<file path="config.mk">
export PLATFORM = sky130hd
export DESIGN_NAME = pcileech_tlp_tx_arbiter_flat
export DESIGN_NICKNAME = d
export VERILOG_FILES = /design/src/rtl/pcileech_tlp_tx_arbiter_if.sv /design/src/rtl/pcileech_tlp_tx_arbiter.sv /design/src/flat_wrapper.sv
export SDC_FILE = /design/constraint.sdc
export NUM_CORES = 1
export LEC_CHECK = 0
export BUFFER_PORTS_ARGS = -buffer_cell sky130_fd_sc_hd__clkbuf_2
export CAP_MARGIN = 20
export CORE_AREA = 2 2 165 167
export DETAILED_ROUTE_END_ITERATION = 12
export DIE_AREA = 0 0 167 169
export RECOVER_POWER = 100
export SLEW_MARGIN = 20
export SYNTH_ARGS = -nofsm -noshare
export SYNTH_HDL_FRONTEND = slang
export SYNTH_SLANG_ARGS = --single-unit
export TNS_END_PERCENT = 100
</file>
<file path="constraint.sdc">
create_clock -name clk -period 2.7 [get_ports clk]
set_input_delay 0.135 -clock clk [delete_from_list [all_inputs] [get_ports clk]]
set_output_delay 0.135 -clock clk [all_outputs]
set_load 0.1 [all_outputs]
</file>
<file path="src/rtl/pcileech_tlp_tx_arbiter_if.sv">
// Bundle of per-source TLP beat channels plus the shared 64-bit tlp_tx stream.
// master = arbiter side, slave = sources/core side.
interface pcileech_tlp_tx_arbiter_if #(
  parameter int NUM_SRC = 4
);
  logic [NUM_SRC-1:0]    src_en;
  logic [NUM_SRC-1:0]    src_has_data;
  logic [NUM_SRC-1:0]    src_gnt;
  logic [NUM_SRC-1:0]    src_valid;
  logic [NUM_SRC-1:0]    src_ready;
  logic [NUM_SRC*64-1:0] src_data;
  logic [NUM_SRC*8-1:0]  src_keep;
  logic [NUM_SRC-1:0]    src_last;
  logic [63:0]           tlp_tx_data;
  logic [7:0]            tlp_tx_keep;
  logic                  tlp_tx_last;
  logic                  tlp_tx_valid;
  logic                  tlp_tx_ready;

  modport master (
    input  src_en, src_has_data, src_valid, src_data, src_keep, src_last, tlp_tx_ready,
    output src_gnt, src_ready, tlp_tx_data, tlp_tx_keep, tlp_tx_last, tlp_tx_valid
  );

  modport slave (
    output src_en, src_has_data, src_valid, src_data, src_keep, src_last, tlp_tx_ready,
    input  src_gnt, src_ready, tlp_tx_data, tlp_tx_keep, tlp_tx_last, tlp_tx_valid
  );
endinterface

</file>
<file path="src/rtl/pcileech_tlp_tx_arbiter.sv">
// Packet-atomic round-robin arbiter sharing the PCIe core tlp_tx stream between NUM_SRC sources,
// with optional source-0 priority, starvation guard and grant-to-first-beat timeout.
module pcileech_tlp_tx_arbiter #(
  parameter int NUM_SRC      = 4,
  parameter int HIPRI_SRC0   = 1,
  parameter int STARVE_LIMIT = 8,
  parameter int TIMEOUT_CYC  = 64,
  parameter int MAX_BEATS    = 18
) (
  input  logic                      clk,
  input  logic                      rst,
  pcileech_tlp_tx_arbiter_if.master bus,
  output logic [2:0]                gnt_id_o,
  output logic                      busy_o,
  output logic [15:0]               timeout_cnt_o,
  output logic [15:0]               overlong_cnt_o
);

  // state | meaning
  // IDLE  | no grant outstanding; winner granted on any eligible source
  // WAIT  | granted, waiting for first beat; times out after TIMEOUT_CYC cycles
  // XFER  | forwarding the granted TLP until its last beat
  typedef enum logic [1:0] {IDLE = 2'd0, WAIT = 2'd1, XFER = 2'd2} state_t;

  localparam int IW = $clog2(NUM_SRC);
  localparam int TW = $clog2(TIMEOUT_CYC + 1);
  localparam int SW = $clog2(STARVE_LIMIT + 1);
  localparam logic [IW-1:0] LAST_IDX = IW'(NUM_SRC - 1);

  state_t          state_q, state_d;
  logic [IW-1:0]   idx_q, idx_d;
  logic [IW-1:0]   rr_q, rr_d;
  logic [SW-1:0]   streak_q, streak_d;
  logic [TW-1:0]   timer_q, timer_d;
  logic [7:0]      beats_q, beats_d;
  logic [15:0]     tmo_q, tmo_d;
  logic [15:0]     ovl_q, ovl_d;
  logic            txv_q, txv_d;
  logic [63:0]     txd_q, txd_d;
  logic [7:0]      txk_q, txk_d;
  logic            txl_q, txl_d;

  logic [NUM_SRC-1:0] elig;
  logic               others_elig, any_elig, starved;
  logic               rr_found, nz_found;
  logic [IW-1:0]      rr_w, nz_w, win, j;

  // Winner search: rr_w over all sources, nz_w skips source 0 for the starvation case.
  always_comb begin
    elig        = bus.src_en & bus.src_has_data;
    others_elig = |elig[NUM_SRC-1:1];
    any_elig    = |elig;
    rr_w        = '0;
    nz_w        = '0;
    rr_found    = 1'b0;
    nz_found    = 1'b0;
    j           = '0;
    for (int k = 0; k < NUM_SRC; k++) begin
      j = IW'((int'(rr_q) + k) % NUM_SRC);
      if (!rr_found && elig[j]) begin
        rr_found = 1'b1;
        rr_w     = j;
      end
      if (!nz_found && (j != '0) && elig[j]) begin
        nz_found = 1'b1;
        nz_w     = j;
      end
    end
    starved = (streak_q >= SW'(STARVE_LIMIT)) && others_elig;
    if ((HIPRI_SRC0 != 0) && elig[0]) win = starved ? nz_w : '0;
    else                              win = rr_w;
  end

  logic [63:0] sel_data;
  logic [7:0]  sel_keep;
  logic        sel_valid, sel_last, rdy, accept;

  always_comb begin
    sel_data  = '0;
    sel_keep  = '0;
    sel_valid = 1'b0;
    sel_last  = 1'b0;
    for (int i = 0; i < NUM_SRC; i++) begin
      if (idx_q == IW'(i)) begin
        sel_data  = bus.src_data[i*64 +: 64];
        sel_keep  = bus.src_keep[i*8 +: 8];
        sel_valid = bus.src_valid[i];
        sel_last  = bus.src_last[i];
      end
    end
    rdy    = (state_q != IDLE) && (!txv_q || bus.tlp_tx_ready) && !rst;
    accept = rdy && sel_valid;
  end

  always_comb begin
    bus.src_gnt   = '0;
    bus.src_ready = '0;
    for (int i = 0; i < NUM_SRC; i++) begin
      bus.src_ready[i] = rdy && (idx_q == IW'(i));
      bus.src_gnt[i]   = (state_q == IDLE) && any_elig && !rst && (win == IW'(i));
    end
  end

  always_comb begin
    state_d  = state_q;
    idx_d    = idx_q;
    rr_d     = rr_q;
    streak_d = streak_q;
    timer_d  = timer_q;
    beats_d  = beats_q;
    tmo_d    = tmo_q;
    ovl_d    = ovl_q;
    txv_d    = txv_q;
    txd_d    = txd_q;
    txk_d    = txk_q;
    txl_d    = txl_q;

    if (accept) begin
      txv_d = 1'b1;
      txd_d = sel_data;
      txk_d = sel_keep;
      txl_d = sel_last;
      if (beats_q != 8'hFF) beats_d = beats_q + 8'd1;
      // Fires only on the transition to beat MAX_BEATS+1, so once per TLP.
      if ((beats_q == 8'(MAX_BEATS)) && (ovl_q != 16'hFFFF)) ovl_d = ovl_q + 16'd1;
    end else if (bus.tlp_tx_ready) begin
      txv_d = 1'b0;
    end

    case (state_q)
      IDLE: begin
        if (any_elig) begin
          state_d = WAIT;
          idx_d   = win;
          rr_d    = (win == LAST_IDX) ? '0 : win + 1'b1;
          timer_d = TW'(TIMEOUT_CYC - 1);
          beats_d = '0;
          if (win == '0) begin
            if (others_elig && (streak_q != SW'(STARVE_LIMIT))) streak_d = streak_q + 1'b1;
          end else begin
            streak_d = '0;
          end
        end
      end
      WAIT: begin
        if (accept) begin
          state_d = sel_last ? IDLE : XFER;
        end else if (timer_q == '0) begin
          state_d = IDLE;
          if (tmo_q != 16'hFFFF) tmo_d = tmo_q + 16'd1;
        end else begin
          timer_d = timer_q - 1'b1;
        end
      end
      XFER: begin
        if (accept && sel_last) state_d = IDLE;
      end
      default: state_d = IDLE;
    endcase
  end

  always_ff @(posedge clk) begin
    if (rst) begin
      state_q  <= IDLE;
      idx_q    <= '0;
      rr_q     <= '0;
      streak_q <= '0;
      timer_q  <= '0;
      beats_q  <= '0;
      tmo_q    <= '0;
      ovl_q    <= '0;
      txv_q    <= 1'b0;
      txd_q    <= '0;
      txk_q    <= '0;
      txl_q    <= 1'b0;
    end else begin
      state_q  <= state_d;
      idx_q    <= idx_d;
      rr_q     <= rr_d;
      streak_q <= streak_d;
      timer_q  <= timer_d;
      beats_q  <= beats_d;
      tmo_q    <= tmo_d;
      ovl_q    <= ovl_d;
      txv_q    <= txv_d;
      txd_q    <= txd_d;
      txk_q    <= txk_d;
      txl_q    <= txl_d;
    end
  end

  assign bus.tlp_tx_valid = txv_q;
  assign bus.tlp_tx_data  = txd_q;
  assign bus.tlp_tx_keep  = txk_q;
  assign bus.tlp_tx_last  = txl_q;
  assign gnt_id_o         = 3'(idx_q);
  assign busy_o           = (state_q != IDLE);
  assign timeout_cnt_o    = tmo_q;
  assign overlong_cnt_o   = ovl_q;

endmodule

</file>
<file path="src/flat_wrapper.sv">
// flat-port wrapper written by rule: the top's interface ports become plain ports
module pcileech_tlp_tx_arbiter_flat 
#(
  parameter int NUM_SRC      = 4,
  parameter int HIPRI_SRC0   = 1,
  parameter int STARVE_LIMIT = 8,
  parameter int TIMEOUT_CYC  = 64,
  parameter int MAX_BEATS    = 18
)
  (clk, rst, gnt_id_o, busy_o, timeout_cnt_o, overlong_cnt_o, bus_src_en, bus_src_has_data, bus_src_valid, bus_src_data, bus_src_keep, bus_src_last, bus_tlp_tx_ready, bus_src_gnt, bus_src_ready, bus_tlp_tx_data, bus_tlp_tx_keep, bus_tlp_tx_last, bus_tlp_tx_valid);
  pcileech_tlp_tx_arbiter_if #(.NUM_SRC(NUM_SRC)) bus_i ();
  input  logic clk;
  input  logic rst;
  output logic [2:0] gnt_id_o;
  output logic busy_o;
  output logic [15:0] timeout_cnt_o;
  output logic [15:0] overlong_cnt_o;
  input wire logic [$bits(bus_i.src_en)-1:0] bus_src_en;
  input wire logic [$bits(bus_i.src_has_data)-1:0] bus_src_has_data;
  input wire logic [$bits(bus_i.src_valid)-1:0] bus_src_valid;
  input wire logic [$bits(bus_i.src_data)-1:0] bus_src_data;
  input wire logic [$bits(bus_i.src_keep)-1:0] bus_src_keep;
  input wire logic [$bits(bus_i.src_last)-1:0] bus_src_last;
  input wire logic [$bits(bus_i.tlp_tx_ready)-1:0] bus_tlp_tx_ready;
  output wire logic [$bits(bus_i.src_gnt)-1:0] bus_src_gnt;
  output wire logic [$bits(bus_i.src_ready)-1:0] bus_src_ready;
  output wire logic [$bits(bus_i.tlp_tx_data)-1:0] bus_tlp_tx_data;
  output wire logic [$bits(bus_i.tlp_tx_keep)-1:0] bus_tlp_tx_keep;
  output wire logic [$bits(bus_i.tlp_tx_last)-1:0] bus_tlp_tx_last;
  output wire logic [$bits(bus_i.tlp_tx_valid)-1:0] bus_tlp_tx_valid;
  assign bus_i.src_en = bus_src_en;
  assign bus_i.src_has_data = bus_src_has_data;
  assign bus_i.src_valid = bus_src_valid;
  assign bus_i.src_data = bus_src_data;
  assign bus_i.src_keep = bus_src_keep;
  assign bus_i.src_last = bus_src_last;
  assign bus_i.tlp_tx_ready = bus_tlp_tx_ready;
  assign bus_src_gnt = bus_i.src_gnt;
  assign bus_src_ready = bus_i.src_ready;
  assign bus_tlp_tx_data = bus_i.tlp_tx_data;
  assign bus_tlp_tx_keep = bus_i.tlp_tx_keep;
  assign bus_tlp_tx_last = bus_i.tlp_tx_last;
  assign bus_tlp_tx_valid = bus_i.tlp_tx_valid;
  pcileech_tlp_tx_arbiter #(.NUM_SRC(NUM_SRC), .HIPRI_SRC0(HIPRI_SRC0), .STARVE_LIMIT(STARVE_LIMIT), .TIMEOUT_CYC(TIMEOUT_CYC), .MAX_BEATS(MAX_BEATS)) u_core (.clk(clk), .rst(rst), .bus(bus_i), .gnt_id_o(gnt_id_o), .busy_o(busy_o), .timeout_cnt_o(timeout_cnt_o), .overlong_cnt_o(overlong_cnt_o));
endmodule
</file>
== Word level (Yosys, flattened, before mapping) ==
Index checks and enable logic that the tools add are counted.
Word-level totals
  word-level logic and storage cells: 161
  output and inout bits: 118
  register bits: 131
  input port bits: 307
Cells by class
  mux-type cells: 59
  equal/unequal tests: 19
  order comparisons: 5
  bitwise operators: 2
  reduce and logical (&&, ||, !) cells: 55
  add/sub/neg operators: 9
Operator list (number)
  $mux 64: 4
  $mux 8: 8
  $add 16x1->16 const B: 2
  $mux 2: 16
  $ne 16x16->1 const B: 2
  $logic_and 1x1->1: 27
  $mux 7: 3
  $mux 1: 20
  $pmux 7 s2: 1
  $reduce_bool 2->1: 7
  $lt 2x3->1 const B: 4
  $eq 2x2->1 const B: 5
  $add 8x1->8 const B: 1
  $bmux 1 s2: 4
  $eq 8x5->1 const B: 1
  $logic_not 1->1: 8
  $mux 4: 2
  $ne 8x8->1 const B: 1
  $reduce_and 4->1: 2
  $logic_not 7->1: 1
  $sub 7x1->7 const B: 1
  $eq 2x1->1 const B: 3
  $logic_not 2->1: 3
  $ne 2x2->1 const B: 3
  other kinds (15): 20

== Longest topological paths before layout ==
Gate-level depths: netlist of run 1.
  depth in word-level cells: 22
  gate-level depth with buffers: 14
  depth with buffers taken out: 13

== Worst setup path before layout of run 1 ==
OpenSTA, ideal clock, no wires.
  path kind: reg2out
  start point: register u_core.idx_q[0]
  end point: output bus_src_ready[1]
  path buffers: 2
  data required time: 2.565 ns
  setup slack: -1.343 ns
  arrival: 3.908 ns
  cell stages (with the launch flop): 4
  cell sequence: dfxtp_1 buf_2 clkbuf_1 nor3b_1
On the way
  longest elaborated chain between the ends: 2
Ends and longest elaborated chain
  start: declaration: line pcileech_tlp_tx_arbiter.sv:31  | logic [IW-1:0] idx_q, idx_d;
  start signal: assignment: line pcileech_tlp_tx_arbiter.sv:178  | idx_q <= idx_d;
  $eq 2x1->1: line pcileech_tlp_tx_arbiter.sv:99  | bus.src_ready[i] = rdy && (idx_q == IW'(i));
  $logic_and 1x1->1: line pcileech_tlp_tx_arbiter.sv:99
  end: declaration: line flat_wrapper.sv:26  | output wire logic [$bits(bus_i.src_ready)-1:0] bus_src_ready;
No other way between the ends.

== Worst setup path in the final report of run 1 ==
  start point: register u_core.rr_q[1]
  end point: output bus_src_gnt[3]
On the way
  longest elaborated chain between the ends: 20
  elaborated cells between the ends (all ways): 49
  classes of those cells: add/sub (3); eq/ne (1); mux (24); reduce/logical (21)
Ends and longest elaborated chain
  start: declaration: line pcileech_tlp_tx_arbiter.sv:32  | logic [IW-1:0] rr_q, rr_d;
  start signal: assignment: line pcileech_tlp_tx_arbiter.sv:179  | rr_q <= rr_d;
  $bmux 1 s2: line pcileech_tlp_tx_arbiter.sv:60, pcileech_tlp_tx_arbiter.sv:64
  $mux 1 (not written as such): line pcileech_tlp_tx_arbiter.sv:60, pcileech_tlp_tx_arbiter.sv:64
  $logic_and 1x1->1: line pcileech_tlp_tx_arbiter.sv:64  | if (!nz_found && (j != '0) && elig[j]) begin
  $mux 1: line pcileech_tlp_tx_arbiter.sv:64
  $logic_not 1->1: line pcileech_tlp_tx_arbiter.sv:64
  $logic_and 1x1->1 (2 in a row): line pcileech_tlp_tx_arbiter.sv:64
  $mux 1: line pcileech_tlp_tx_arbiter.sv:64
  $logic_not 1->1: line pcileech_tlp_tx_arbiter.sv:64
  (+3 left out)
  $logic_not 1->1: line pcileech_tlp_tx_arbiter.sv:64
  $logic_and 1x1->1 (2 in a row): line pcileech_tlp_tx_arbiter.sv:64
  $mux 2: line pcileech_tlp_tx_arbiter.sv:64
  $mux 2: line pcileech_tlp_tx_arbiter.sv:70  | if ((HIPRI_SRC0 != 0) && elig[0]) win = starved ? nz_w : '0;
  $mux 2 (*): line pcileech_tlp_tx_arbiter.sv:70
  named net u_core.win[0]: line pcileech_tlp_tx_arbiter.sv:46  | logic [IW-1:0] rr_w, nz_w, win, j;
  $eq 2x2->1 (*): line pcileech_tlp_tx_arbiter.sv:100  | bus.src_gnt[i] = (state_q == IDLE) && any_elig && !rst && (win == IW'(i));
  $logic_and 1x1->1 (*): line pcileech_tlp_tx_arbiter.sv:100
  end: declaration: line flat_wrapper.sv:25  | output wire logic [$bits(bus_i.src_gnt)-1:0] bus_src_gnt;
Mark *: on every way through the listed nets, which the timed path passes. The rest lies on a longest branch. The select of a mux whose other input is x is not followed.

==> results.txt, run 1 <==
- Fraction of the mapped netlist area in adder cells: 0.0266
- Wire length of the first global-routing pass: 42700 um
* Slew HR: 0.0845
* Filler cells: 2814
- Starting Density: 0.284
- Compound-cell area share of the yosys netlist: 0.107
- Yosys mapped the design onto 63 distinct sky130hd cell types.
* Half-perimeter wire length of the detailed placement result: 22300 um
- The critical path crosses 11 cells after its start point.
* Longest Clk Path Bufs: 2
* Share of post-route cells with drive strength above 1: 0.388
* Failing checks: negative setup slack
* Overflow left after global routing: 0
- For this design the static power due to leakage is 4.23 nW.
* Biggest cell delay along the critical path: 340 ps
- For the worst setup path, the data arrival time is 2680 ps.
- Unrepaired setup endpoints after global routing: true
- Maximum number of pins on one net before global-route repair: 80
* Shortest clock period the worst path allows after layout: 2820 ps
- Clock H-tree levels: 4
* Root Driver: sky130_fd_sc_hd__clkbuf_16
* Final Hold Violating Endpoints: 0
* Most used standard cells in the synthesized netlist: sky130_fd_sc_hd__nand2_1 (175), sky130_fd_sc_hd__dfxtp_1 (131), sky130_fd_sc_hd__a21oi_1 (87), sky130_fd_sc_hd__mux4_2 (76), sky130_fd_sc_hd__nor2_1 (57)
* Syn-to-layout area delta: 42.5%
* Sequential-to-total area share from yosys stat: 0.349
- Among all stages on the critical path, the largest delay is contributed by sky130_fd_sc_hd__dfxtp_4.
- Xor-xnor portion of the synthesized cell area: 0.0443
* Hold depth: 3
- Clock-pin slew was measured on the worst setup and hold paths at 60 ps.
* Total power: 6.70 mW
* Count of port buffers added during placement: 423
- The first routing iteration left 451 violations.
* Simple-gate area share of the yosys netlist: 0.201
* Ratio of final minimum period to clock period: 1.04
* Number of placement rows: 60
- Worst min-delay path class: input pin to flip-flop
- DRC viols: 0
* Outcome: finished, violations left
- The share of synthesized area in the top cell type comes to 0.349.
- The Yosys step of the flow raised 0 warnings.
- Cts bufs inserted: 17
- Most instantiated library cell after synthesis: sky130_fd_sc_hd__nand2_1
- The number of global-route vias before repair was 7509.
- Async set-or-reset flop fraction in the synthesized netlist: 0
- Global-route total usage across every layer: 0.195
* Clock Sink Count: 131
- The cell family contributing the most delay on the critical path is simple AND/OR/NAND/NOR gates.
- # nets final: 1537
- Post-route clock skew: 10.6 ps
- The most critical setup path has its startpoint at u_core.rr_q[1].
- The die covers 28200 sq um.
* Total vias in the final route: 7762
* Power density over the cells: 626 nW/um^2
- Cells traversed along the worst timing path: inv_2, ha_4, nand4bb_1, nand4_1, nand2_1, a2111oi_4, o211a_1, buf_6, ha_2, and3_4, buf_12
- The worst setup path is captured at a primary output.
- For this block, the routed nets add up to 28300 um of wire.
* Total of max-cap violations: 0
- The detail route stage leaves a number of antenna-violating nets equal to 0.
* Post-Route M1 WL: 11600 um
* Wire length on met3: 1830 um
- Mux share of post-synthesis cell area: 0.233
- For the pin with the worst max-slew slack, the measured transition is 1380 ps.
* Utilization after layout: 0.404
- Number of buffer and inverter instances along the worst setup path: 3
- After synthesis the netlist holds a flip-flop and latch count of 131.
- Of all nets on the critical path, the largest fanout is 6.
- Sequential cell area: 2630 sq um
- After detailed routing, the average wire length per cell comes to 18.0 um.
- Insertion delay of the later-clocked pin in the worst-skew pair: 420 ps
- Final instance count without filler cells: 1573
- Number of max-slew violations in the final report: 0
- Setup violations remaining at the end of the flow were counted as 4.
- Post-synthesis cell type with the largest combined area: sky130_fd_sc_hd__dfxtp_1
- Net Count, Synth: 1124
- Across the VDD grid, the largest voltage drop is 384 uV.
- The number of antenna violations at the first check in global routing was 13.
* Main combinational cell family by area after synthesis: multiplexers
- The synthesized netlist occupies a cell area of 7520 sq um.
* Reg2reg start: u_core.rr_q[1]
* Top FF cell, synth: sky130_fd_sc_hd__dfxtp_1
* Hold_sp: bus_tlp_tx_ready
- From bottom edge to top edge, the die measures 169 um.
- Final setup margin: -118 ps
- After detailed placement, the design holds a cell count of 1530.
- STA classifies the critical path startpoint as a flip-flop.
* Area of the multi-input gates: 4690 sq um
- The worst setup path is of the flip-flop to primary output kind.
* Max frequency: 355 MHz
* Chip width: 167 um
- Syn_area_per_cell: 9.38 sq um
- Cell depth of the worst flop-to-flop path: 14
- Before antenna repair, the detailed router went through 5 iterations.
- Highest metal layer with signal wires: met5
* Dominant cells by area after synthesis: sky130_fd_sc_hd__dfxtp_1 (35%), sky130_fd_sc_hd__mux4_2 (23%), sky130_fd_sc_hd__nand2_1 (8.7%)
- Using the TritonRoute via totals, the vias-per-cell ratio works out to 4.93.
* Total I/O pin count: 425
- Total core area: 26500 sq um
- Data on the critical path is required at its endpoint by 2570 ps.
* Routability Congestion: 0.903
* Number of synthesized flops with an enable pin: 0
- TritonCTS built the clock tree.
* Synthesized netlist cell count: 801
- Wire length on met2: 14000 um
[layer usage]
metal	vias up	GRT usage
li1	3731	-
met1	3681	0.241
met2	282	0.328
met3	52	0.0549
met4	16	0.0667
met5	-	0
[logic make-up after synthesis]
| family | Yosys count |
|---|---|
| buffers and inverters | 75 |
| AOI/OAI and AO/OA | 131 |
| xor gates and xnor gates | 38 |
| and+or+nand+nor | 329 |
| muxes | 80 |
| adders and majority gates | 16 |
| DFF | 131 |
| other | 1 |
[layout make-up]
class,instances,share of cell area
clock buffers,20,0.0426
flip-flops and latches,131,0.246
diodes,5,0.00117
well taps,341,0.0398
multi-input cells,595,0.438
inverters,20,0.00724
clock inverters,12,0.0145
repair buffers,449,0.211
[flip-flops by register name, summed over array words and instances (netlist names)]
register,cells
u_core.bus.tlp_tx_data,64
u_core.overlong_cnt_o,16
u_core.timeout_cnt_o,16
u_core.beats_q,8
u_core.bus.tlp_tx_keep,8
u_core.timer_q,7
u_core.streak_q,4
u_core.idx_q,2
u_core.rr_q,2
u_core.state_q,2
u_core.bus.tlp_tx_last,1
u_core.bus.tlp_tx_valid,1
[cells in the final DEF, fill, tap and decap left out, types with 4 or more instances in the layout]
| cell | n |
|---|---|
| sky130_fd_sc_hd__a211oi_1 | 6 |
| sky130_fd_sc_hd__a21oi_1 | 86 |
| sky130_fd_sc_hd__a31oi_1 | 4 |
| sky130_fd_sc_hd__and3_1 | 8 |
| sky130_fd_sc_hd__buf_12 | 5 |
| sky130_fd_sc_hd__buf_4 | 20 |
| sky130_fd_sc_hd__clkbuf_1 | 110 |
| sky130_fd_sc_hd__clkbuf_16 | 17 |
| sky130_fd_sc_hd__clkbuf_2 | 310 |
| sky130_fd_sc_hd__dfxtp_1 | 126 |
| sky130_fd_sc_hd__diode_2 | 5 |
| sky130_fd_sc_hd__ha_1 | 13 |
| sky130_fd_sc_hd__inv_1 | 17 |
| sky130_fd_sc_hd__mux4_2 | 76 |
| sky130_fd_sc_hd__nand2_1 | 175 |
| sky130_fd_sc_hd__nand3_1 | 24 |
| sky130_fd_sc_hd__nand4_1 | 13 |
| sky130_fd_sc_hd__nand4b_1 | 4 |
| sky130_fd_sc_hd__nor2_1 | 55 |
| sky130_fd_sc_hd__nor2b_1 | 4 |
| sky130_fd_sc_hd__nor3_1 | 11 |
| sky130_fd_sc_hd__nor4_1 | 8 |
| sky130_fd_sc_hd__xnor2_1 | 17 |
| sky130_fd_sc_hd__xor2_1 | 21 |
[path summary, 6_finish.rpt]
| kind | end | slack, ps |
|---|---|---|
| hold reg to reg | u_core.bus.tlp_tx_keep[5] | 450 |
| hold / removal | u_core.bus.tlp_tx_valid | 170 |
| setup reg to reg | u_core.streak_q[0] | 30 |
| setup / recovery | bus_src_gnt[3] | -120 |
[report_power, final]
group,switching (mW),internal [mW]
Sequential,0.0628,2.03
Clock,0.904,1.50
Combinational,1.35,0.845
[worst min-delay path, delay by kind of cell]
family / cells / cell delay [ps]
AOI/OAI and AO/OA: 1 / 90
and+or+nand+nor: 1 / 220
buffers and inverters: 1 / 70
[what timing repair did]
item | CTS | global route
hold buffers | 1 | 0
resized for setup | 7 | 4
setup buffers | 3 | 2
endpoints found under the setup margin | 5 | 8
hold endpoints to repair | 2 | 0
pin swaps | 8 | 10
[through the flow]
stage | cell area, sq um | setup TNS (ps) | hold WS [ps] | setup slack (ps)
2_1_floorplan | 7610 | 0 | 421 | 4.10
3_3_place_gp | 10200 | 0 | 334 | 63.6
3_5_place_dp | 10200 | 0 | 333 | 7.87
4_1_cts | 10900 | -526 | 136 | -140
5_1_grt | 10700 | -3210 | 186 | -255
6_report | 10700 | -386 | 167 | -118
(Power assumes the default switching activity.)
==> inputs of run 2 (changes only) <==
--- a/config.mk
+++ b/config.mk
@@ -7,9 +7,10 @@
 export LEC_CHECK = 0
 export BUFFER_PORTS_ARGS = -buffer_cell sky130_fd_sc_hd__clkbuf_2
 export CAP_MARGIN = 20
-export CORE_AREA = 2 2 165 167
+export CORE_AREA = 2 2 167 169
 export DETAILED_ROUTE_END_ITERATION = 12
-export DIE_AREA = 0 0 167 169
+export DIE_AREA = 0 0 169 171
+export PLACE_DENSITY = 0.67
 export RECOVER_POWER = 100
 export SLEW_MARGIN = 20
 export SYNTH_ARGS = -nofsm -noshare
==> constraint.sdc (replaced) <==
create_clock -name clk -period 2.8 [get_ports clk]
set_input_delay 0.14 -clock clk [delete_from_list [all_inputs] [get_ports clk]]
set_output_delay 0.14 -clock clk [all_outputs]
set_load 0.1 [all_outputs]
==> run 2 against run 1 <==
The flow still finishes with violations (negative setup slack). Sequential share of layout area hardly changed. Non-clock buffer count is 3 higher. Total power shrank 3.9%. Via count up 1.2%. Global-route usage decreased by 0.66 points. Worst hold slack improved by 16 ps. Flip-flop and latch count stayed put. Critical path depth did not move. First-iteration DRC count grew 20%. Setup slack gained 32 ps. Die area is 2.4% higher. Clock-buffer cell count down 3. Critical path type unchanged. Critical endpoint unchanged. Largest cell class unchanged. Highest routed layer unchanged.
==> results.txt, run 2 (synthesized netlist as in run 1, its figures left out) <==
* Antenna violation net count after detailed routing: 0 (unchanged)
- The total met2 wirelength after detailed routing was 14100 um (was 14000 um).
- The total number of vias was 7859 (was 7762).
- The floorplan core area came to 27300 sq um (was 26500 sq um).
- WL final: 28400 um (was 28300 um)
- The synthesis-to-layout area growth came to 42.3% (was 42.5%).
- Longest Clk Path Bufs: 2 (unchanged)
- Unrepaired setup endpoints after global routing: true (unchanged)
* Post-Route M1 WL: 11800 um (was 11600 um)
- The number of standard-cell rows in the floorplan was 61 (was 60).
- Filler cells: 2790 (was 2814)
- Half-perimeter wire length of the detailed placement result: 22200 um (was 22300 um)
- Cts bufs inserted: 17 (unchanged)
* Finish-stage setup viols: 4 (unchanged)
- The smallest clock period supported by the final layout is computed as 2890 ps.
* Final-layout worst hold slack: 183 ps (was 167 ps)
- The flip-flop count of the largest register after layout was 64 (unchanged).
* Drt wl/cell: 18.0 um (about the same)
* Transition time at the pin with the least slew margin: 1260 ps (was 1380 ps)
* Ratio of final minimum period to clock period: 1.03
- The total congestion overflow is 0 (unchanged).
- The final-layout setup total negative slack is -293 ps (was -386 ps).
* Die Y: 171 um (was 169 um)
- Final instance count without filler cells: 1579 (was 1573)
- Setup CP Type: flip-flop to primary output (unchanged)
- The setup slack after layout came to -86.8 ps (was -118 ps).
- Initial DRT Pass Iterations: 7 (was 5)
- Maximum number of pins on one net before global-route repair: 80 (unchanged)
* Wire length of the first global-routing pass: 42100 um (was 42700 um)
* Max IR drop VDD: 424 uV (was 384 uV)
- The initial core utilization was 0.275 (was 0.284).
- # nets final: 1540 (was 1537)
- Clock H-tree levels: 4 (unchanged)
- Root Driver: sky130_fd_sc_hd__clkbuf_16 (unchanged)
* Insertion delay of the later-clocked pin in the worst-skew pair: 420 ps (about the same)
- Iteration-0 DRC Markers: 539 (was 451)
- The clock tree from TritonCTS is built (unchanged).
- The number of antenna violations at the first check in global routing is 5 (was 13).
- Global-route total usage across every layer: 0.188 (was 0.195)
- Number of global-route vias before repair: 7593 (was 7509)
- The clock tree skew after final layout was 21.8 ps (was 10.6 ps).
- Chip width: 169 um (was 167 um)
* Total of max-cap violations: 0 (unchanged)
* Die outline area: 28900 sq um (was 28200 sq um)
- Most common cell after layout, fill and taps aside: sky130_fd_sc_hd__clkbuf_2 (unchanged)
- The number of buffer cells added on primary ports is 423 (unchanged).
- Total I/O pin count: 425 (unchanged)
* Critical path fanouts, max: 4 (was 6)
- The TritonCTS sink count was 131 (unchanged).
* Outcome: finished, violations left (unchanged)
- The uppermost metal layer occupied by signal nets is met5 (unchanged).
- Leading cell types in the layout, fill and taps excluded: sky130_fd_sc_hd__clkbuf_2 (313), sky130_fd_sc_hd__nand2_1 (174), sky130_fd_sc_hd__dfxtp_1 (129) (was sky130_fd_sc_hd__clkbuf_2 (310), sky130_fd_sc_hd__nand2_1 (175), sky130_fd_sc_hd__dfxtp_1 (126)).
- The detailed-route DRC error count was 0 (unchanged).
- The total power per unit cell area was 602 nW/um^2 (was 626 nW/um^2).
- The clock transition at the registers of the reported paths came to 70 ps (was 60 ps).
- Vias/cell: 4.98 (was 4.93)
- Placed insts: 1535 (was 1530)
- The layout cell share with drive strength beyond 1 is 0.390 (was 0.388).
- The end-of-flow core utilization is 0.391 (was 0.404).
- Req. time, crit path: 2660 ps (was 2570 ps)
* Launching element type of the critical path: flip-flop (unchanged)
- Number of max-slew violations in the final report: 0 (unchanged)
- Worst min-delay path class: input pin to flip-flop (unchanged)
- Final Hold Violating Endpoints: 0 (unchanged)
- Failing checks: negative setup slack (unchanged)
* Routability Congestion: 0.872 (was 0.903)
* Total power: 6.44 mW (was 6.70 mW)
* Slew HR: 0.162 (was 0.0845)
- Leakage power total: 4.24 nW (was 4.23 nW)
- Max frequency: 346 MHz
* Wire length on met3: 1830 um (about the same)
* Type of element capturing the critical path: primary output (unchanged)
- WP data arrival: 2750 ps (was 2680 ps)
run 2: cell count changes in the layout (fill, tap and decap cells not counted), moves of 3 or more:
cell                       delta
sky130_fd_sc_hd__clkbuf_2     +3
sky130_fd_sc_hd__dfxtp_1      +3
sky130_fd_sc_hd__ha_4         +3
sky130_fd_sc_hd__inv_6        +4
run 2: area by class of cell:
type                    count  area (sq um)  area share
repair buffers            452          2270       0.212
multi-input cells         595          4700       0.440
well taps                 346           433      0.0405
inverters                  20          77.6     0.00725
clock inverters            15           156      0.0146
diodes                      3          7.51    0.000702
clock buffers              17           425      0.0398
flip-flops and latches    131          2630       0.245
run 2: final timing paths:
check / start / endpoint / slack [ps] / depth (start not counted)
worst max-delay path: u_core.rr_q[0] / bus_src_gnt[3] / -90 / 11
worst min register to register: u_core.bus.tlp_tx_keep[4] / u_core.bus.tlp_tx_keep[4] / 450 / 2
worst min-delay path: bus_src_data[72] / u_core.bus.tlp_tx_data[8] / 180 / 4
worst max register to register: u_core.rr_q[1] / u_core.streak_q[0] / 80 / 14
run 2: worst max-delay path, cell delays in order, from the launching register on:
cell	delay, ps
sky130_fd_sc_hd__dfxtp_2	330
sky130_fd_sc_hd__inv_2	80
sky130_fd_sc_hd__buf_6	110
sky130_fd_sc_hd__mux4_2	500
sky130_fd_sc_hd__o211ai_1	220
sky130_fd_sc_hd__o221ai_1	140
sky130_fd_sc_hd__a41oi_1	240
sky130_fd_sc_hd__buf_4	200
sky130_fd_sc_hd__inv_4	60
sky130_fd_sc_hd__ha_4	150
sky130_fd_sc_hd__and3_4	150
sky130_fd_sc_hd__buf_12	160
run 2: repair_timing:
item | in CTS | in global routing
endpoints found under the setup margin | 6 | 8
hold buffers | 0 | 0
resized for setup | 17 | 9
pin swaps | 8 | 8
setup buffers | 5 | 4
run 2: power by group:
group	switching [mW]	internal, mW	total, mW
logic	1.33	0.836	2.17
clock network	0.930	1.32	2.25
registers	0.0602	1.96	2.02
total	2.32	4.11	6.44
run 2: per-layer routing:
metal | vias to the layer above | GRT usage
li1 | 3737 | -
met1 | 3758 | 0.242
met2 | 319 | 0.311
met3 | 41 | 0.0446
met4 | 4 | 0.0658
met5 | - | 0
run 2: per-stage QoR:
step / instance area [sq um] / worst slack [ps]
2_1_floorplan: 7570 / 23.5
3_3_place_gp: 10100 / 24.4
3_5_place_dp: 10100 / -14.4
4_1_cts: 10800 / -128
5_1_grt: 10700 / -216
6_report: 10700 / -86.8
==> inputs of run 3 (changes only) <==
--- a/config.mk
+++ b/config.mk
@@ -7,10 +7,12 @@
 export LEC_CHECK = 0
 export BUFFER_PORTS_ARGS = -buffer_cell sky130_fd_sc_hd__clkbuf_2
 export CAP_MARGIN = 20
-export CORE_AREA = 2 2 167 169
+export CORE_AREA = 2 2 165 167
+export CTS_BUF_LIST = sky130_fd_sc_hd__clkbuf_4 sky130_fd_sc_hd__clkbuf_8
+export CTS_CLUSTER_DIAMETER = 120
 export DETAILED_ROUTE_END_ITERATION = 12
-export DIE_AREA = 0 0 169 171
-export PLACE_DENSITY = 0.67
+export DIE_AREA = 0 0 167 169
+export PLACE_DENSITY_LB_ADDON = 0.2
 export RECOVER_POWER = 100
 export SLEW_MARGIN = 20
 export SYNTH_ARGS = -nofsm -noshare
==> run 3 against run 2 <==
The run still ends with negative setup slack left. Register-to-register slack about the same. Critical path depth unchanged. Cell count about the same. Clock skew fell by 0.63 ps. Setup slack got worse by 46 ps. Flip-flop and latch count is the same. Global-route usage rose by 1.1 points. Core utilization increased by 0.60 points. Sequential share of layout area is 0.41 points higher. Combinational power hardly changed. Non-clock buffer count is 1 higher. Via count is 1.9% lower. Largest cell class unchanged.
==> results.txt, run 3 (synthesized netlist as in run 1, its figures left out) <==
* Worst min-delay path class: input pin to flip-flop (unchanged)
- The number of antenna violations at the first check in global routing came to 6 (was 5).
* Root Driver: sky130_fd_sc_hd__clkbuf_8 (was sky130_fd_sc_hd__clkbuf_16)
- The clock tree skew after final layout was 21.2 ps (was 21.8 ps).
- Iteration-0 DRC Markers: 422 (was 539)
* Critical path fanouts, max: 6 (was 4)
- Cell area after layout: 10500 sq um (was 10700 sq um)
* WL final: 29200 um (was 28400 um)
- Routability Congestion: 0.869 (was 0.872)
- The hold violation total from the final report was 0 (unchanged).
- The area used by multi-input combinational logic is 4700 sq um (about the same).
* Ratio of final minimum period to clock period: 1.05 (was 1.03)
- The layout cell share with drive strength beyond 1 was 0.389 (was 0.390).
* Final setup margin: -133 ps (was -86.8 ps)
- Outcome: finished, violations left (unchanged)
- The maximum frequency from static timing analysis came to 341 MHz (was 346 MHz).
- Chip width: 167 um (was 169 um)
* Sequential cell area: 2630 sq um (about the same)
* Pre-CTS setup slack: -96.8 ps (was -14.4 ps)
- The post-layout instance count excluding filler cells is 1578 (was 1579).
- Number of global-route vias before repair: 7583 (was 7593)
* Vias/cell: 4.88 (was 4.98)
- Power density over the cells: 560 nW/um^2 (was 602 nW/um^2)
- The total number of vias was 7708 (was 7859).
- The first-pass GRT wire length is 43600 um (was 42100 um).
- Req. time, crit path: 2660 ps (about the same)
* Number of max-slew violations in the final report: 0 (unchanged)
- The top-level port count is 425 (unchanged).
- Count of port buffers added during placement: 423 (unchanged)
- Die Y: 169 um (was 171 um)
- Global-route total usage across every layer: 0.199 (was 0.188)
* Cell depth of the worst flop-to-flop path: 14 (unchanged)
- The flip-flop count of the largest register after layout is 64 (unchanged).
* Transition time at the pin with the least slew margin: 1320 ps (was 1260 ps)
- The initial core utilization is 0.284 (was 0.275).
- The iteration count of the initial detailed-routing pass was 4 (was 7).
- The number of hold buffers added after cts was 0 (unchanged).
- Unrepaired setup endpoints after global routing: true (unchanged)
* Antenna violation net count after detailed routing: 0 (unchanged)
* Most common cell after layout, fill and taps aside: sky130_fd_sc_hd__clkbuf_2 (unchanged)
- The count of placed standard cells including taps was 1530 (was 1535).
- Die outline area: 28200 sq um (was 28900 sq um)
- Half-perimeter wire length of the detailed placement result: 22700 um (was 22200 um)
- # nets final: 1541 (was 1540)
- Slew HR: 0.125 (was 0.162)
- Total core area: 26500 sq um (was 27300 sq um)
- Max IR drop VDD: 312 uV (was 424 uV)
* Launching element type of the critical path: flip-flop (unchanged)
* Insertion delay of the later-clocked pin in the worst-skew pair: 440 ps (was 420 ps)
* TritonCTS clock tree: built (unchanged)
- Worst reg2reg setup slack: 70 ps (was 80 ps)
- Shortest clock period the worst path allows after layout: 2930 ps (was 2890 ps)
* WP data arrival: 2790 ps (was 2750 ps)
* DRC viols: 0 (unchanged)
- The static leakage was 4.16 nW (was 4.24 nW).
* Leading cell types in the layout, fill and taps excluded: sky130_fd_sc_hd__clkbuf_2 (313), sky130_fd_sc_hd__nand2_1 (174), sky130_fd_sc_hd__dfxtp_1 (128) (was sky130_fd_sc_hd__clkbuf_2 (313), sky130_fd_sc_hd__nand2_1 (174), sky130_fd_sc_hd__dfxtp_1 (129))
- The TritonCTS sink count is 131 (unchanged).
* Number of placement rows: 60 (was 61)
- Clock-pin slew of the registers on the worst-case setup and hold paths: 90 ps (was 70 ps)
* Longest Clk Path Bufs: 2 (unchanged)
* Hold depth: 4 (unchanged)
* Overflow left after global routing: 0 (unchanged)
- Syn-to-layout area delta: 40.1% (was 42.3%)
- Drt wl/cell: 18.5 um (was 18.0 um)
- The final setup violation count is 4 (unchanged).
- Total of max-cap violations: 0 (unchanged)
- The fill cell instance count of the final layout was 2834 (was 2790).
* Cts bufs inserted: 17 (unchanged)
- Failing checks: negative setup slack (unchanged)
- The critical path class was flip-flop to primary output (unchanged).
* Clock H-tree levels: 4 (unchanged)
- Maximum number of pins on one net before global-route repair: 93 (was 80)
- The placement-stage cell area is 10100 sq um (about the same).
- The endpoint class of the critical path is a primary output (unchanged).
## run 3: cell types whose count changed in the layout (fill, tap and decap cells not counted), moves of 2 or more
cell / before / now
sky130_fd_sc_hd__clkbuf_16: 17 / 0
sky130_fd_sc_hd__clkbuf_8: 0 / 19
sky130_fd_sc_hd__clkinv_2: 4 / 2
sky130_fd_sc_hd__diode_2: 3 / 6
sky130_fd_sc_hd__nor2_1: 55 / 57
## run 3: path summary, 6_finish.rpt
check | startpoint | to
min | bus_src_data[21] | u_core.bus.tlp_tx_data[21]
max | u_core.rr_q[1] | bus_src_gnt[1]
min reg2reg | u_core.bus.tlp_tx_keep[1] | u_core.bus.tlp_tx_keep[1]
max reg2reg | u_core.rr_q[1] | u_core.streak_q[0]
## run 3: routing by layer
metal | vias to the layer above | global-route usage | wire, um
met4 | 0 | 0.0746 | 670
met1 | 3681 | 0.240 | 11800
met3 | 30 | 0.0517 | 1810
met5 | - | 0 | 0
li1 | 3742 | - | -
met2 | 255 | 0.344 | 14900
## run 3: critical path, stage by stage, from the launching register on
cell,delay (ps)
sky130_fd_sc_hd__dfxtp_2,340
sky130_fd_sc_hd__inv_2,50
sky130_fd_sc_hd__ha_4,260
sky130_fd_sc_hd__nand4bb_1,190
sky130_fd_sc_hd__nand4_1,140
sky130_fd_sc_hd__nand2_2,90
sky130_fd_sc_hd__a2111oi_4,370
sky130_fd_sc_hd__o211a_1,260
sky130_fd_sc_hd__buf_6,150
sky130_fd_sc_hd__ha_4,130
sky130_fd_sc_hd__and3_4,190
sky130_fd_sc_hd__buf_12,170
## run 3: final cells by class
class                   count  area share
clock inverters            13      0.0140
diodes                      6     0.00143
repair buffers            453       0.216
flip-flops and latches    131       0.250
inverters                  20     0.00737
well taps                 341      0.0405
multi-input cells         595       0.446
clock buffers              19      0.0248
## run 3: per-stage QoR
step / TNS (ps) / util / hold WS [ps] / power, mW
after global placement: 0 / 0.382 / 443 / 4.12
after CTS: -526 / 0.403 / 128 / 5.95
final: -424 / 0.397 / 154 / 5.90
after detailed placement: -202 / 0.382 / 446 / 4.13
after global routing: -1740 / 0.397 / 159 / 6.20
after floorplan: 0 / - / 426 / 3.55
## run 3: repair_timing
| item | in CTS | in global routing |
|---|---|---|
| setup endpoints to repair | 8 | 8 |
| setup buffers | 6 | 4 |
| pin swaps | 10 | 9 |
| resized for setup | 19 | 6 |
## run 3: power by group
group / internal, mW / switching, mW / leakage (nW)
logic: 0.841 / 1.33 / 2.89
registers: 1.96 / 0.0588 / 1.06
clock network: 0.854 / 0.853 / 0.207
total: 3.65 / 2.24 / 4.16
